<file path="src/rtl/div_ctrl.sv">
// div_ctrl: multi-cycle divide controller for the execute stage.
// Runs a 32-iteration restoring shift-subtract division for DIV/DIVU and
// returns {remainder, quotient} for the HI/LO write path.
//
// Ports:
//   clk           pipeline clock, rising-edge
//   rst           asynchronous active-low reset
//   start_i       divide request, held by ex until the result is consumed
//   signed_div_i  1 = DIV (signed), 0 = DIVU; sampled on acceptance
//   opdata1_i     dividend; sampled on acceptance
//   opdata2_i     divisor; sampled on acceptance
//   annul_i       cancel from an execute-stage flush or exception
//   result_o      registered {remainder, quotient}
//   ready_o       registered result-valid
//   busy_o        high in DIVZERO/ON, decoded from the state register only
module div_ctrl (
    input  logic        clk,
    input  logic        rst,
    input  logic        start_i,
    input  logic        signed_div_i,
    input  logic [31:0] opdata1_i,
    input  logic [31:0] opdata2_i,
    input  logic        annul_i,
    output logic [63:0] result_o,
    output logic        ready_o,
    output logic        busy_o
);

    typedef enum logic [1:0] {
        StIdle,
        StDivZero,
        StOn,
        StEnd
    } state_e;

    state_e      state_q, state_d;
    logic [4:0]  cnt_q, cnt_d;
    logic [64:0] w_q, w_d;
    logic [31:0] divisor_q, divisor_d;
    logic        sign_quo_q, sign_quo_d;
    logic        sign_rem_q, sign_rem_d;
    logic [63:0] result_q, result_d;
    logic        ready_q, ready_d;

    // Operand magnitudes for the acceptance edge.
    logic [31:0] mag1, mag2;
    // One restoring iteration on the current working register.
    logic [64:0] shifted;
    logic [32:0] diff;
    logic [64:0] iter_w;
    logic [31:0] rem, quo;

    always_comb begin
        mag1 = (signed_div_i && opdata1_i[31]) ? (~opdata1_i + 32'd1) : opdata1_i;
        mag2 = (signed_div_i && opdata2_i[31]) ? (~opdata2_i + 32'd1) : opdata2_i;

        shifted = w_q << 1;
        diff    = shifted[64:32] - {1'b0, divisor_q};
        // A borrow (diff[32]) means the divisor did not fit: keep the plain shift.
        iter_w  = diff[32] ? shifted : {diff, shifted[31:1], 1'b1};
        rem     = iter_w[63:32];
        quo     = iter_w[31:0];
    end

    always_comb begin
        state_d    = state_q;
        cnt_d      = cnt_q;
        w_d        = w_q;
        divisor_d  = divisor_q;
        sign_quo_d = sign_quo_q;
        sign_rem_d = sign_rem_q;
        result_d   = result_q;
        ready_d    = ready_q;

        unique case (state_q)
            StIdle: begin
                if (start_i && !annul_i) begin
                    if (opdata2_i == 32'd0) begin
                        state_d = StDivZero;
                    end else begin
                        state_d    = StOn;
                        divisor_d  = mag2;
                        sign_quo_d = signed_div_i & (opdata1_i[31] ^ opdata2_i[31]);
                        sign_rem_d = signed_div_i & opdata1_i[31];
                        cnt_d      = 5'd0;
                        w_d        = {33'b0, mag1};
                    end
                end
            end
            StDivZero: begin
                // HI/LO are architecturally unpredictable here; defined as zero.
                result_d = 64'd0;
                if (annul_i) begin
                    state_d = StIdle;
                end else begin
                    state_d = StEnd;
                    ready_d = 1'b1;
                end
            end
            StOn: begin
                if (annul_i) begin
                    state_d = StIdle;
                end else begin
                    w_d   = iter_w;
                    cnt_d = cnt_q + 5'd1;
                    if (cnt_q == 5'd31) begin
                        result_d = {sign_rem_q ? -rem : rem, sign_quo_q ? -quo : quo};
                        ready_d  = 1'b1;
                        state_d  = StEnd;
                    end
                end
            end
            StEnd: begin
                if (!start_i || annul_i) begin
                    state_d  = StIdle;
                    ready_d  = 1'b0;
                    result_d = 64'd0;
                end
            end
            default: begin
                state_d = StIdle;
            end
        endcase
    end

    always_ff @(posedge clk or negedge rst) begin
        if (!rst) begin
            state_q    <= StIdle;
            cnt_q      <= 5'd0;
            w_q        <= 65'd0;
            divisor_q  <= 32'd0;
            sign_quo_q <= 1'b0;
            sign_rem_q <= 1'b0;
            result_q   <= 64'd0;
            ready_q    <= 1'b0;
        end else begin
            state_q    <= state_d;
            cnt_q      <= cnt_d;
            w_q        <= w_d;
            divisor_q  <= divisor_d;
            sign_quo_q <= sign_quo_d;
            sign_rem_q <= sign_rem_d;
            result_q   <= result_d;
            ready_q    <= ready_d;
        end
    end

    assign result_o = result_q;
    assign ready_o  = ready_q;
    assign busy_o   = (state_q == StDivZero) || (state_q == StOn);

endmodule

</file>
<file path="config.mk">
export PLATFORM = sky130hd
export DESIGN_NAME = div_ctrl
export DESIGN_NICKNAME = d
export VERILOG_FILES = /design/src/rtl/div_ctrl.sv
export SDC_FILE = /design/constraint.sdc
export NUM_CORES = 1
export LEC_CHECK = 0
export CORE_MARGIN = 3
export CORE_UTILIZATION = 58
export CTS_CLUSTER_DIAMETER = 200
export CTS_CLUSTER_SIZE = 30
export DETAILED_ROUTE_END_ITERATION = 16
export PLACE_DENSITY_LB_ADDON = 0.25
export REMOVE_ABC_BUFFERS = 1
export SLEW_MARGIN = 0
export SYNTH_ARGS = -nofsm -noshare
export SYNTH_HDL_FRONTEND = slang
export SYNTH_SLANG_ARGS = --single-unit
export TNS_END_PERCENT = 30
</file>
<file path="constraint.sdc">
create_clock -name clk -period 4.95 [get_ports clk]
set_input_delay 0.99 -clock clk [delete_from_list [all_inputs] [get_ports clk]]
set_output_delay 0.99 -clock clk [all_outputs]
set_load 0.02 [all_outputs]
</file>
# --- After elaboration in Yosys (flattened, before gate mapping) ---
# Index checks and enable logic that the tools add are counted.
totals:
  latchBits: 0
  rom_bits: 0
  in_bits: 69
  ramBits: 0
  reg_bits: 170
  n_memories: 0
  output_inout_bits: 66
classes:
  n_shift: 0
  order_cmp: 0
  mul: 0
  div_mod_pow: 0
  bitwise_logic: 6
  n_eq_ne: 11
  n_addsub: 6
  n_mux: 29
  reduce_logical: 16
op_table:
  columns: ["op", "n"]
  rows:
  - ["$mux W64", 7]
  - ["$pmux W64 S3", 1]
  - ["$mux W32", 4]
  - ["$pmux W64 S2", 1]
  - ["$add A32 B1 Y32 const B", 2]
  - ["$neg A32 Y32", 2]
  - ["$not A32 Y32", 2]
  - ["$sub A33 B32 Y33", 1]
  - ["$logic_not A32 Y1", 1]
  - ["$mux W5", 3]
  - ["$mux W2", 6]
  - ["$ne A2 B2 Y1 const B", 6]
  - ["$pmux W5 S2", 1]
  - ["$pmux W2 S4", 1]
  - ["$reduce_and A4 Y1", 2]
  - ["$reduce_and A3 Y1", 2]
  - ["$add A5 B1 Y5 const B", 1]
  - ["$eq A5 B5 Y1 const B", 1]
  - ["$reduce_and A5 Y1", 1]
  - ["$eq A2 B2 Y1 const B", 2]
  - ["$mux W1", 4]
  - ["$logic_and A1 B1 Y1", 3]
  - ["$ne A3 B3 Y1 const B", 1]
  - ["$pmux W1 S3", 1]
  - ["9 further kinds", 12]

# --- Depth between registers and ports, before layout ---
# Gate-level depths: netlist (run 1).
logic_depth:
  ltp_word: 7
  depth_mapped: 22
  ltp_nobuf: 20

# --- Worst setup path before layout (run 1) ---
# Ideal clock, no wire load.
synth_path:
  kind: "register -> register"
  start: "register w_q[31]"
  end: "register result_q[26] (netlist: result_o[26])"
  arrival_time_ns: 4.293
  stages_incl_launch_ff: 23
  path_buffers: 3
  slack_ns: 0.528
  period_less_slack_ns: 4.422
  setup_time_ns: 0.129
  path_cell_list: "dfrtp_1 -> inv_1 -> ha_1 -> inv_1 -> fa_1 -> a211oi_1 -> o211ai_1 -> nand2_2 -> a211oi_4 -> nor2_2 -> nor2_4 -> inv_2 -> buf_6 -> clkbuf_1 -> buf_2 -> ha_1 -> and3_1 -> inv_1 -> or3_1 -> or3_1 -> o31ai_1 -> xor2_1 -> o21ai_1"
synth_via:
  elab_chain_cells: 7
synth_rtl:
  columns: ["item", "line_no", "text"]
  rows:
  - ["from (decl)", "38", "logic [64:0] w_q, w_d;"]
  - ["from (signal assigned)", "139", "w_q <= w_d;"]
  - ["$sub A33 B32 Y33", "58", "diff = shifted[64:32] - {1'b0, divisor_q};"]
  - ["$mux W64", "60", "iter_w = diff[32] ? shifted : {diff, shifted[31:1], 1'b1};"]
  - ["$neg A32 Y32", "107", "result_d = {sign_rem_q ? -rem : rem, sign_quo_q ? -quo : quo};"]
  - ["$mux W32", "107", null]
  - ["$mux W64", "106", "if (cnt_q == 5'd31) begin"]
  - ["$mux W64", "101", "if (annul_i) begin"]
  - ["$pmux W64 S3", "75", "unique case (state_q)"]
  - ["to (signal assigned)", "143", "result_q <= result_d;"]
  - ["to (decl)", "42", "logic [63:0] result_q, result_d;"]
# No other way between the ends. The select of a mux whose other input is x is not followed.
# A chain may end at the register's enable or synchronous reset.

# --- Final worst setup path (run 1) ---
layout_path:
  start: "register w_q[31]"
  end: "register result_q[63] (netlist: result_o[63])"
layout_via:
  elab_chain_cells: 7
layout_rtl:
  columns: ["item", "line_no"]
  rows:
  - ["$sub A33 B32 Y33", "58"]
  - ["$mux W64 (*)", "60"]
  - ["$neg A32 Y32", "107"]
  - ["$mux W32 (*)", "107"]
  - ["$mux W64 (*)", "106"]
  - ["$mux W64 (*)", "101"]
  - ["$pmux W64 S3 (*)", "75"]
# Every way passes the cells marked *; elsewhere a longest branch is shown, timed or not. The select of a mux whose other input is x is not followed.

==> flow_metrics.tcl, run 1 <==
set metrics [dict create \
    status "finished, final reports clean" \
    grt_max_degree 104 \
    rsz0062_at_grt "no" \
    cap_violations 0 \
    drive_gt1_frac 0.0569 \
    via_per_inst 6.16 \
    gp_congestion 0.949 \
    stdcell_area_mm2 0.0142 \
    slowest_stage "or4_4" \
    placed_area_mm2 0.0136 \
    final_nets 1682 \
    slew_violations 0 \
    grt_pass1_wl_um 55600 \
    seq_area_frac_synth 0.353 \
    cts-root-buf "clkbuf_16" \
    hold_class "reg2reg" \
    yosysUniqueCellTypes 87 \
    synthTopCellsByCount "nand2_1 (209), dfrtp_1 (170), o21ai_0 (147)" \
    crit_type "reg2reg" \
    p_int_w 0.00372 \
    p_comb_frac 0.501 \
    power_density_mw_per_mm2 482 \
    dieArea_mm2 0.0225 \
    clk_pin_slew_ps 70 \
    antenna_left 0 \
    relSlewSlack 0.301 \
    num_rows 52 \
    netlist_instances 1471 \
    synth_seq_cells 170 \
    synthFlopType "dfrtp_1" \
    portBuffers 134 \
    whs_ps 478 \
    async_flop_share 1.00 \
    finalCritPeriodShare 0.929 \
    die_y_um 150 \
    hold_viol 0 \
    htreeDepth 4 \
    p_total_w 0.00682 \
    num_vias 11400 \
    endpoint_kind "flip-flop" \
    dpl.hpwl_um 25500 \
    setup_tns_ps 0 \
    cts_setup_buffers 0 \
    synth-edff-count 0 \
    crit_top_cell "inv_1" \
    crit_buf_inv 4 \
    ir_drop_mv 0.286 \
    clock_latency_ps 440 \
    first_global_vias 11000 \
    clockBufferDepth 2 \
    clock_power_share 0.192 \
    crit_chain "inv_1 -> ha_1 -> inv_1 -> fa_1 -> a211oi_1 -> o211ai_1 -> nand2_2 -> a211oi_4 -> o21a_4 -> nor2_4 -> inv_2 -> buf_4 -> o31ai_1 -> or4_4 -> o41a_1 -> xor2_1 -> o21ai_1" \
    synth_top_area_share 0.353 \
    syn_area_per_cell_um2 8.19 \
    cts_resized 0 \
    clock-sinks 170 \
    p_seq_frac 0.307 \
    numCtsBuffers 17 \
    drt-wirelength-per-cell_um 18.6 \
    die_w_um 150 \
    core_mm2 0.0203 \
    postCtsHoldBufs 0 \
    slowest_delay_ps 580 \
    p_sw_w 0.00310 \
    first_pass_iters 5 \
    initialDrtViolationCount 981 \
    overflow 0 \
    critical_path.top_delay_family "compound AO/OA/AOI/OAI gates" \
    power_leakage_nw 6.04 \
    track_usage 0.307 \
    swShare 0.454 \
    antenna_found_initial 0 \
    synth_area_mm2 0.0121 \
    fin_crit_ps 4600 \
    synthTopCellsByArea "dfrtp_1 (35%), nand2_1 (6.5%), o21ai_0 (6.1%)" \
    yosys.cell_count.top_type "nand2_1" \
    synth_top_area_cell "dfrtp_1" \
    crit_arrival_ps 4880 \
    critPathRequiredTime_ps 5230 \
    ys_warn_count 0 \
    ioPinCount 135 \
    cp_max_fo 38 \
    antenna_cells 0 \
    clock.fmax_mhz 217 \
    wirelength_um 34400 \
    tightest_slew_ps 1050 \
    worstSetupStartpointType "flip-flop" \
    start_util 0.594 \
    drc 0 \
    area_growth_pct 17.6 \
    skew_ps 16.4 \
    cts_tree "built" \
    final-setup-viol-count 0 \
]
worst reg2reg max path: stages, from the launching register on:
cell	delay, ps
dfrtp_1	450
inv_1	130
ha_1	240
inv_1	70
fa_1	250
a211oi_1	120
o211ai_1	380
nand2_2	150
a211oi_4	330
o21a_4	280
nor2_4	70
inv_2	170
buf_4	410
o31ai_1	260
or4_4	580
o41a_1	330
xor2_1	150
o21ai_1	70
cell families after synthesis:
family | Yosys count | synth area share
buf+inv | 140 | 0.0477
xor+xnor | 144 | 0.105
simple gates | 493 | 0.188
compound gates | 462 | 0.245
fa+ha+maj | 43 | 0.0453
flops | 170 | 0.353
mux | 19 | 0.0163
per-stage QoR:
stage	worst slack, ps	utilization	instances
after floorplan	-1330	-	1391
after global placement	440	0.670	1821
after detailed placement	267	0.670	1821
after CTS	391	0.698	1853
after global routing	63.8	0.698	1853
final	351	0.698	1853
worst paths after layout:
path	from	endpoint	slack, ps	cells after the start
setup / recovery	w_q[31]$_DFFE_PN0P_	result_o[63]$_DFFE_PN0P_	350	17
hold / removal	result_o[54]$_DFFE_PN0P_	result_o[54]$_DFFE_PN0P_	480	2
setup reg to reg	w_q[31]$_DFFE_PN0P_	result_o[63]$_DFFE_PN0P_	350	17
hold reg to reg	result_o[54]$_DFFE_PN0P_	result_o[54]$_DFFE_PN0P_	480	2
max in group asynchronous	rst	result_o[40]$_DFFE_PN0P_	3350	2
min in group asynchronous	rst	divisor_q[25]$_DFFE_PN0P_	660	1
power groups by stage:
stage	Sequential, W	Combinational [W]	Clock, W
2_1_floorplan	0.00220	0.00205	0
3_3_place_gp	0.00210	0.00331	0
3_5_place_dp	0.00211	0.00337	0
4_1_cts	0.00209	0.00340	0.00132
5_1_grt	0.00214	0.00377	0.00138
6_report	0.00210	0.00342	0.00131
cell type report:
type,instances,area (um^2)
Multi-Input combinational cell,1161,7220
Fill cell,1700,6130
Sequential cell,170,4250
Timing Repair Buffer,160,1560
Clock buffer,19,443
Tap cell,270,338
Inverter,60,225
Clock inverter,13,125
sequential cells by signal (all words and copies together) (netlist names):
register and flops:
w_q 64, sign_quo_q 1, divisor_q 32, cnt_q 5, result_o 64, ready_o 1, sign_rem_q 1, state_q 2
metal layers:
layer  up-vias  wire length [um]  GRT usage  part of all wire
met5         -                 0          0                 0
met4         0               939      0.106             0.027
met3        68              2380     0.0373             0.069
met2       469             16000      0.488              0.46
met1      5438             15100      0.436              0.44
li1       5448                 -          -                 -
placed cells by master, fill, tap and decap left out, drive strengths merged, types with 6 or more instances in the layout:
cell type	count
a31oi	16
o21a	13
nor3	30
a21boi	6
and3	12
a21o	9
and2	12
or2	6
dfrtp	170
a21oi	108
inv	69
o21ai	172
nand3	19
nand4	12
nor2b	7
or4	12
or3	18
o31ai	35
a32oi	6
a221o	18
xor2	74
mux2i	17
a211oi	11
o211ai	9
o22ai	9
clkbuf	19
clkdlybuf4s50	133
o41ai	9
xnor2	70
nor4	15
buf	27
nand2	211
ha	42
nor2	121
nand2b	11
(Power assumes the default switching activity.)
==> run 2, diff against run 1 <==
Settings changed: PLACE_DENSITY set to 0.79, PLACE_DENSITY_LB_ADDON 0.25 to not set.
==> run 2 against run 1 <==
Clock skew hardly changed. Sequential cell count stayed put. Non-clock buffer count is 3 lower. Die area stayed put. Combinational power hardly changed. Sequential power hardly changed. Register-to-register slack worse by 70 ps. First-iteration DRC count is 3.6% higher. Clock-buffer cell count is 1 lower. Critical endpoint is now result_o[56]$_DFFE_PN0P_. Largest power group unchanged. Highest routed layer unchanged.
==> flow_metrics.tcl, run 2 (synthesis results as in run 1) <==
set metrics [dict create \
    clock-sinks 170 \
    cap_violations 0 \
    hold_class "reg2reg" \
    clock.fmax_mhz 214 \
    portBuffers 134 \
    setup_tns_ps 0 \
    numCtsBuffers 17 \
    crit_type "reg2reg" \
    crit_arrival_ps 4960 \
    grt_max_degree 97 \
    drt-wirelength-per-cell_um 18.5 \
    clk_pin_slew_ps 70 \
    worstSetupStartpointType "flip-flop" \
    via_per_inst 6.17 \
    final-setup-viol-count 0 \
    core_mm2 0.0203 \
    htreeDepth 4 \
    gp_congestion 0.945 \
    p_sw_w 0.00311 \
    cts_setup_buffers 0 \
    dieArea_mm2 0.0225 \
    cts_resized 0 \
    finalCritPeriodShare 0.944 \
    fin_crit_ps 4670 \
    area_growth_pct 17.6 \
    endpoint_kind "flip-flop" \
    ir_drop_mv 0.326 \
    ioPinCount 135 \
    rsz0062_at_grt "no" \
    first_global_vias 10600 \
    postLayoutCoreUtil 0.698 \
    min-delay-start "result_o[3]$_DFFE_PN0P_" \
    layout_common_cells "nand2_1 (209), dfrtp_1 (170), o21ai_0 (147), clkdlybuf4s50_1 (133), nor2_1 (119)" \
    crit_chain "inv_1 -> ha_1 -> inv_1 -> fa_1 -> a211oi_1 -> o211ai_1 -> nand2_2 -> a211oi_4 -> o21a_4 -> nor2_4 -> inv_2 -> mux2i_1 -> ha_1 -> nand2_1 -> o21ai_1 -> buf_4 -> nand4b_4 -> o31ai_1 -> xnor2_1 -> o21ai_1" \
    cts-root-buf "clkbuf_16" \
    start_util 0.594 \
    p_comb_frac 0.498 \
    die_y_um 150 \
    clock_latency_ps 440 \
    die_w_um 150 \
    skew_ps 16.8 \
    rr_startpoint "w_q[31]$_DFFE_PN0P_" \
    relSlewSlack 0.308 \
    track_usage 0.304 \
    power_density_mw_per_mm2 483 \
    cts_tree "built" \
    slowest_delay_ps 480 \
    clock_power_share 0.196 \
    first_pass_iters 6 \
    clockBufferDepth 2 \
    num_rows 52 \
    p_seq_frac 0.306 \
    final_nets 1679 \
    crit_path_start "w_q[31]$_DFFE_PN0P_" \
    slowest_stage "dfrtp_1" \
    wirelength_um 34300 \
    antenna_cells 0 \
    postCtsHoldBufs 0 \
    p_int_w 0.00373 \
    drc 0 \
    hold_viol 0 \
    critPathRequiredTime_ps 5230 \
    dpl.hpwl_um 25400 \
    slew_violations 0 \
    mostFrequentLayoutCell "nand2_1" \
    status "finished, final reports clean" \
    nFillCells 1681 \
    initialDrtViolationCount 1016 \
    power_leakage_nw 6.04 \
    antenna_left 0 \
    swShare 0.455 \
    antenna_found_initial 0 \
    grt_pass1_wl_um 54900 \
    cp_max_fo 8 \
    drive_gt1_frac 0.0557 \
    overflow 0 \
    tightest_slew_ps 1040 \
    num_vias 11400 \
]
run 2: cell types whose count changed in the layout (fill, tap and decap cells not counted), sizes merged:
cell      before  now
clkinv         4    5
clkbuf        19   18
buf           27   24
clkinvlp       0    1
inv           69   68
run 2: power groups by stage:
| stage | Clock (W) | Sequential [W] | Combinational [W] |
|---|---|---|---|
| after global placement | 0 | 0.00210 | 0.00329 |
| after global routing | 0.00142 | 0.00214 | 0.00376 |
| after CTS | 0.00136 | 0.00209 | 0.00339 |
| after detailed placement | 0 | 0.00211 | 0.00337 |
| after floorplan | 0 | 0.00220 | 0.00205 |
| final | 0.00134 | 0.00209 | 0.00341 |
run 2: final cells by class:
class | instances | area [um^2] | area share
clock buffer | 18 | 439 | 0.0310
inverter | 60 | 225 | 0.0159
sequential | 170 | 4250 | 0.300
timing repair buffer | 157 | 1540 | 0.109
clock inverter | 14 | 153 | 0.0108
tap | 270 | 338 | 0.0238
multi-input combinational | 1161 | 7220 | 0.510
run 2: path summary, 6_finish.rpt:
path / endpoint / slack (ps) / depth (start not counted)
min in group asynchronous: result_o[12]$_DFFE_PN0P_ / 620 / 1
worst min-delay path: result_o[3]$_DFFE_PN0P_ / 480 / 2
worst max-delay path: result_o[56]$_DFFE_PN0P_ / 280 / 20
worst max register to register: result_o[56]$_DFFE_PN0P_ / 280 / 20
max in group asynchronous: divisor_q[11]$_DFFE_PN0P_ / 3420 / 2
worst min register to register: result_o[3]$_DFFE_PN0P_ / 480 / 2
run 2: stage by stage:
| stage | instance area (um^2) | power, W | setup WS [ps] | instances | hold slack, ps |
|---|---|---|---|---|---|
| 2_1_floorplan | 11700 | 0.00425 | -1330 | 1391 | 445 |
| 3_3_place_gp | 13600 | 0.00539 | 391 | 1818 | 456 |
| 3_5_place_dp | 13600 | 0.00548 | 297 | 1818 | 468 |
| 4_1_cts | 14200 | 0.00683 | 347 | 1850 | 483 |
| 5_1_grt | 14200 | 0.00731 | 103 | 1850 | 497 |
| 6_report | 14200 | 0.00685 | 277 | 1850 | 477 |
run 2: critical path: cells and delay by family, from the launching register on:
kind	cells	cell delay [ps]
fa+ha+maj	3	780
compound gates	7	1760
xor+xnor	1	160
buf+inv	4	550
mux	1	310
simple gates	4	480
flops	1	480
run 2: metal layers:
layer,vias up,routed length (um),track usage
met4,0,911,0.103
met1,5457,15200,0.427
met2,447,15900,0.484
met3,66,2210,0.0436
li1,5447,-,-
met5,-,0,0
